`src/rtl/demux_1to16_8bit_reg.sv`:
```
// rtl/demux_1to16_8bit_reg.sv - registered 1-to-16 demux with a one-entry buffer per channel
// Words are steered by sel into a held channel register; each channel drains via its own valid/ack.
module demux_1to16_8bit_reg #(
  parameter int width = 8,
  parameter int snum  = 4
) (
  input  logic             clk,
  input  logic             rst_n,
  input  logic [width-1:0] i,
  input  logic [snum-1:0]  sel,
  input  logic             i_valid,
  output logic             i_ready,
  output logic [width-1:0] o0,
  output logic [width-1:0] o1,
  output logic [width-1:0] o2,
  output logic [width-1:0] o3,
  output logic [width-1:0] o4,
  output logic [width-1:0] o5,
  output logic [width-1:0] o6,
  output logic [width-1:0] o7,
  output logic [width-1:0] o8,
  output logic [width-1:0] o9,
  output logic [width-1:0] o10,
  output logic [width-1:0] o11,
  output logic [width-1:0] o12,
  output logic [width-1:0] o13,
  output logic [width-1:0] o14,
  output logic [width-1:0] o15,
  output logic [15:0]      o_valid,
  input  logic [15:0]      o_ack,
  output logic             busy
);

  logic [width-1:0] data_q [16];
  logic [width-1:0] data_d [16];
  logic [15:0]      valid_q;
  logic [15:0]      valid_d;
  logic             accept;

  // An ack on the addressed channel frees it in time for a same-cycle refill.
  assign i_ready = !valid_q[sel] || o_ack[sel];
  assign accept  = i_valid && i_ready;

  always_comb begin
    data_d  = data_q;
    valid_d = valid_q & ~o_ack;
    if (accept) begin
      data_d[sel]  = i;
      valid_d[sel] = 1'b1;
    end
  end

  always_ff @(posedge clk or negedge rst_n) begin
    if (!rst_n) begin
      data_q  <= '{default: '0};
      valid_q <= '0;
    end else begin
      data_q  <= data_d;
      valid_q <= valid_d;
    end
  end

  assign o_valid = valid_q;
  assign busy    = |valid_q;

  assign o0  = data_q[0];
  assign o1  = data_q[1];
  assign o2  = data_q[2];
  assign o3  = data_q[3];
  assign o4  = data_q[4];
  assign o5  = data_q[5];
  assign o6  = data_q[6];
  assign o7  = data_q[7];
  assign o8  = data_q[8];
  assign o9  = data_q[9];
  assign o10 = data_q[10];
  assign o11 = data_q[11];
  assign o12 = data_q[12];
  assign o13 = data_q[13];
  assign o14 = data_q[14];
  assign o15 = data_q[15];

endmodule

```
`config.mk`:
```
export PLATFORM = sky130hd
export DESIGN_NAME = demux_1to16_8bit_reg
export DESIGN_NICKNAME = d
export VERILOG_FILES = /design/src/rtl/demux_1to16_8bit_reg.sv
export SDC_FILE = /design/constraint.sdc
export NUM_CORES = 1
export LEC_CHECK = 0
export ABC_CLOCK_PERIOD_IN_PS = 7150
export CAP_MARGIN = 0
export CORE_MARGIN = 2
export CORE_UTILIZATION = 51
export DETAILED_ROUTE_END_ITERATION = 16
export GPL_TIMING_DRIVEN = 0
export HOLD_SLACK_MARGIN = 0.1
export PLACE_DENSITY = 0.82
export SKIP_CTS_REPAIR_TIMING = 1
export SYNTH_ARGS = -nofsm -noshare
export SYNTH_HDL_FRONTEND = slang
export SYNTH_SLANG_ARGS = --single-unit
```
`constraint.sdc`:
```
create_clock -name clk -period 7.15 [get_ports clk]
set_input_delay 1.0725 -clock clk [delete_from_list [all_inputs] [get_ports clk]]
set_output_delay 1.0725 -clock clk [all_outputs]
set_load 0.01 [all_outputs]
```
# [After elaboration in Yosys (flattened, before gate mapping)]
# Index checks and enable logic that the tools add are counted.
[word_totals] in_bits=31 ff_bits=144 out_inout_bits=146 elab_cells=41
[op_classes] bitwise_logic=4 muxes=10 n_lt_le_gt_ge=4 reduce_logical=6
[ops] op="128-bit bitwise mux" count=1
[ops] op="8-bit demux with 4-bit select" count=1
[ops] op="16-bit bitwise AND" count=1
[ops] op="16-bit 2-to-1 mux" count=1
[ops] op="16-bit inverter" count=1
[ops] op="16-bit OR" count=1
[ops] op="16-bit OR reduction" count=1
[ops] op="1-bit binary-select mux with 4-bit select" count=2
[ops] op="8-bit 2-to-1 mux" count=1
[ops] op="5-bit >= comparator (second input constant)" count=1
[ops] op="4-bit by 5-bit less-than comparator with 1-bit output (second input constant)" count=1
[ops] op="5-bit by 1-bit less-than comparator with 1-bit output (second input constant)" count=1
[ops] op="4-bit inverter with 5-bit output" count=1
[ops] op="1-bit demux with 4-bit select" count=1
[ops] op="4-bit by 1-bit >= comparator with 1-bit output (second input constant)" count=1
[ops] op="1-bit logical AND" count=3
[ops] op="1-bit 2-to-1 mux" count=3
[ops] op="1-bit zero test" count=1
[ops] op="1-bit logical OR" count=1

# [Depth between registers and ports, before layout]
[logic_depth] depth_word=6 ltp_mapped=8 depth_no_buf=4

# [Least setup slack after synthesis]
# OpenSTA, ideal clock, no wires.
[synth_timing] path_kind="in2out" startpoint="input port sel[3]" endpoint="output port i_ready" t_arrival_ns=2.471 required_time_ns=6.077 cell_stages=5 n_path_buf=1 setup_slack_ns=3.607 path_cell_list="buf_6 -> mux4_1 -> mux2i_2 -> nor2_1 -> a21oi_1"
[synth_between] elab_chain_len=4 word_cells_on_any_way=6 cone_classes="mux: 4; reduce/logical: 2"
[synth_rtl] item="start: declaration" line="10" rtl="input logic [snum-1:0] sel,"
[synth_rtl] item="1-bit binary-select mux with 4-bit select" line="41" rtl="assign i_ready = !valid_q[sel] || o_ack[sel];"
[synth_rtl] item="1-bit 2-to-1 mux (not written as such)" line="41"
[synth_rtl] item="1-bit zero test" line="41"
[synth_rtl] item="1-bit logical OR (*)" line="41"
[synth_rtl] item="end: declaration" line="12" rtl="output logic i_ready,"
# Mark *: on every way between the ends. The rest lies on a longest branch, timed or not. The select of a mux whose other input is x is not followed.

# [Final worst setup path]
[layout_timing] startpoint="input port sel[0]" endpoint="output port i_ready"
# The elaborated chain is that of the path after synthesis.

==> results.json <==
{
  "outcome": "finished clean",
  "die_w_um": 113,
  "switching_share_pct": 26.0,
  "p_leak_uw": 0.00371,
  "final_common_cell": "clkdlybuf4s50_1",
  "pwr-share-seq_pct": 40.7,
  "vdd.ir_drop.worst_uv": 206,
  "vias": 3954,
  "post-route-worst-setup-slack_ns": 2.78,
  "ys_warn_count": 0,
  "drt_iter0_drc": 161,
  "avgSynthCellArea_um2": 15.8,
  "setup_viol_count_final": 0,
  "diodes": 0,
  "wire_per_inst_um": 21.1,
  "crit_buf_inv": 3,
  "design_area_um2": 8520,
  "critPathTopFamily": "buffers and inverters",
  "area_growth_pct": 41.7,
  "max-slew-margin-rel_pct": 37.0,
  "post-route-period-util_pct": 61.1,
  "via_per_inst": 5.42,
  "cp_data_arrival_time_ns": 3.29,
  "wl_met3_um": 1210,
  "start_util_pct": 52.5,
  "rsz0062_at_grt": "false",
  "ys_ff_latch": 144,
  "routed-wl-met2_um": 7600,
  "synth_seq_area_share_pct": 59.9,
  "gpl.final_weighted_congestion": 0.877,
  "p_int_uw": 2000,
  "die_h_um": 113,
  "clock_latency_ns": 0.41,
  "top_layer": "met4",
  "grt_pass1_vias": 4286,
  "synth_cell_types": 35,
  "start_kind": "input port",
  "final_cell_count_no_fill": 729,
  "tritoncts": "done",
  "synth_area_um2": 6020,
  "p_total_uw": 2710,
  "multi_input_area_um2": 2180,
  "antenna_left": 0,
  "path_cells": "clkdlybuf4s50_1 > inv_2 > mux2i_2 > nor2_1 > a21oi_1 > clkdlybuf4s50_1",
  "synth_area_leader_cell": "dfrtp_1",
  "fin_worst_skew_ns": 0.00481,
  "cts.sinks": 144,
  "power.switching_uw": 703,
  "critPathSlowestCell": "clkdlybuf4s50_1",
  "rows": 39,
  "final_nets": 606,
  "pwr_density_cell_nw_per_um2": 318,
  "slew_violations": 0,
  "globalRouteOverflowTotal": 0,
  "syn-num-nets": 412,
  "fill_cells": 713,
  "comb_power_share_pct": 28.2,
  "tightest_slew_ns": 0.945,
  "critPathRequiredTime_ns": 6.08,
  "clockBufferDepth": 2,
  "dr.pass1.iters": 4,
  "drive_above_1_share_pct": 32.1,
  "cts-buffers-inserted": 17,
  "cts_max_level": 4,
  "maxCapViolCount": 0,
  "regToRegSetupSlack_ns": 4.43,
  "fp.dieArea_um2": 12700,
  "p_clk_share_pct": 31.1,
  "final_cell_mix": "clkdlybuf4s50_1 (173), dfrtp_1 (144), mux2_2 (130)",
  "max_stage_delay_ns": 0.58,
  "seq_area_um2": 3600,
  "drt_wl_total_um": 15400,
  "ioPinCount": 177,
  "dp_slack_ns": 2.82,
  "max_freq_mhz": 229,
  "fin_crit_ns": 4.37,
  "worstPathMaxFanout": 9,
  "grt_first_pass_wirelength_um": 24300,
  "io_buffers": 174,
  "coreArea_um2": 11500,
  "grtUsageTotal_pct": 25.3,
  "dpl.cell_count": 699,
  "hpwl_um": 10800,
  "crit_top_cell": "clkdlybuf4s50_1",
  "path_clk_slew_ns": 0.06,
  "root_buffer": "clkbuf_16",
  "hold_class": "reg2reg",
  "drcViolationCount": 0,
  "synth_area_leaders": "dfrtp_1 (60%), mux2_2 (24%), mux4_1 (2.2%), a2111oi_4 (1.4%), clkdlybuf4s18_1 (1.3%)",
  "synth.top_cell.area_share_pct": 59.9,
  "criticalPathCategory": "in2out",
  "grt_max_degree": 92,
  "wl_met1_um": 6210,
  "antenna_found_initial": 0,
  "place_area_um2": 7970,
  "critPathCaptureType": "output pin",
  "hold_viol_final": 0,
  "synthCells": 381
}
==> layout make-up <==
class	count	share of cell area, %
repair buffers	175	20.8
clock inverters	5	0.954
flip-flops and latches	144	42.3
inverters	17	0.749
clock buffers	25	5.58
multi-input cells	202	25.6
plain buffers	18	1.98
well taps	143	2.10
==> registers in the layout, summed over array words and instances (netlist names) <==
register / flops
o_valid: 16
o0: 8
o2: 8
o6: 8
o8: 8
o9: 8
o12: 8
o15: 8
o10: 8
o7: 8
o13: 8
o5: 8
o4: 8
o1: 8
o11: 8
o14: 8
o3: 8
==> Yosys cell counts (all sizes together) <==
cell type      instances
and4                   2
o21a                   3
nor3                   1
inv                   17
clkdlybuf4s18          8
nor2                   9
o2111a                 1
nand2b                 1
nor2b                  1
o21ai                 13
o2111ai                1
nand2                  2
a21oi                  3
nand3                  1
a2111oi                3
clkbuf                 3
buf                    7
nor4bb                 1
nand4                  1
nand3b                 3
mux2                 131
mux2i                  3
nor4                   4
a21o                   9
mux4                   8
nor3b                  1
dfrtp                144
==> logic make-up (layout without fill, tap and decap cells) <==
kind of cell / after synthesis / in the layout / share of synthesized area [%]
buffers and inverters: 35 / 240 / 3.87
flip-flops: 144 / 144 / 59.9
multiplexers: 142 / 142 / 28.5
AO/OA/AOI/OAI: 33 / 33 / 5.20
AND/OR/NAND/NOR: 27 / 27 / 2.54
==> power groups by stage <==
| stage | Sequential, uW | Combinational [uW] | Clock, uW |
|---|---|---|---|
| 2_1_floorplan | 1190 | 205 | 0 |
| 3_3_place_gp | 1100 | 747 | 0 |
| 3_5_place_dp | 1120 | 766 | 0 |
| 4_1_cts | 1100 | 772 | 852 |
| 5_1_grt | 1130 | 809 | 886 |
| 6_report | 1100 | 763 | 841 |
==> through the flow <==
step | hold slack [ns] | setup TNS (ns) | utilization [%]
floorplan | 0.548 | 0 | -
global placement | 0.488 | -55.59 | 69.2
detailed placement | 0.491 | 0 | 69.5
CTS | 0.504 | 0 | 74.3
global route | 0.513 | 0 | 74.3
finish | 0.502 | 0 | 74.3
==> path summary, 6_finish.rpt <==
check                            start      end  cells past startpoint
max reg2reg                o_valid[10]    o1[0]                      4
min reg2reg                      o9[6]    o9[6]                      1
min                              o9[6]    o9[6]                      1
min in group asynchronous        rst_n    o2[1]                      1
max in group asynchronous        rst_n    o9[2]                      2
max                             sel[0]  i_ready                      6
==> metal layers <==
metal  up-vias  track usage, %
li1       1765               -
met1      2018            31.3
met3        27            9.56
met5         -               0
met2       144            40.9
met4         0            9.35
(Power assumes the default switching activity.)
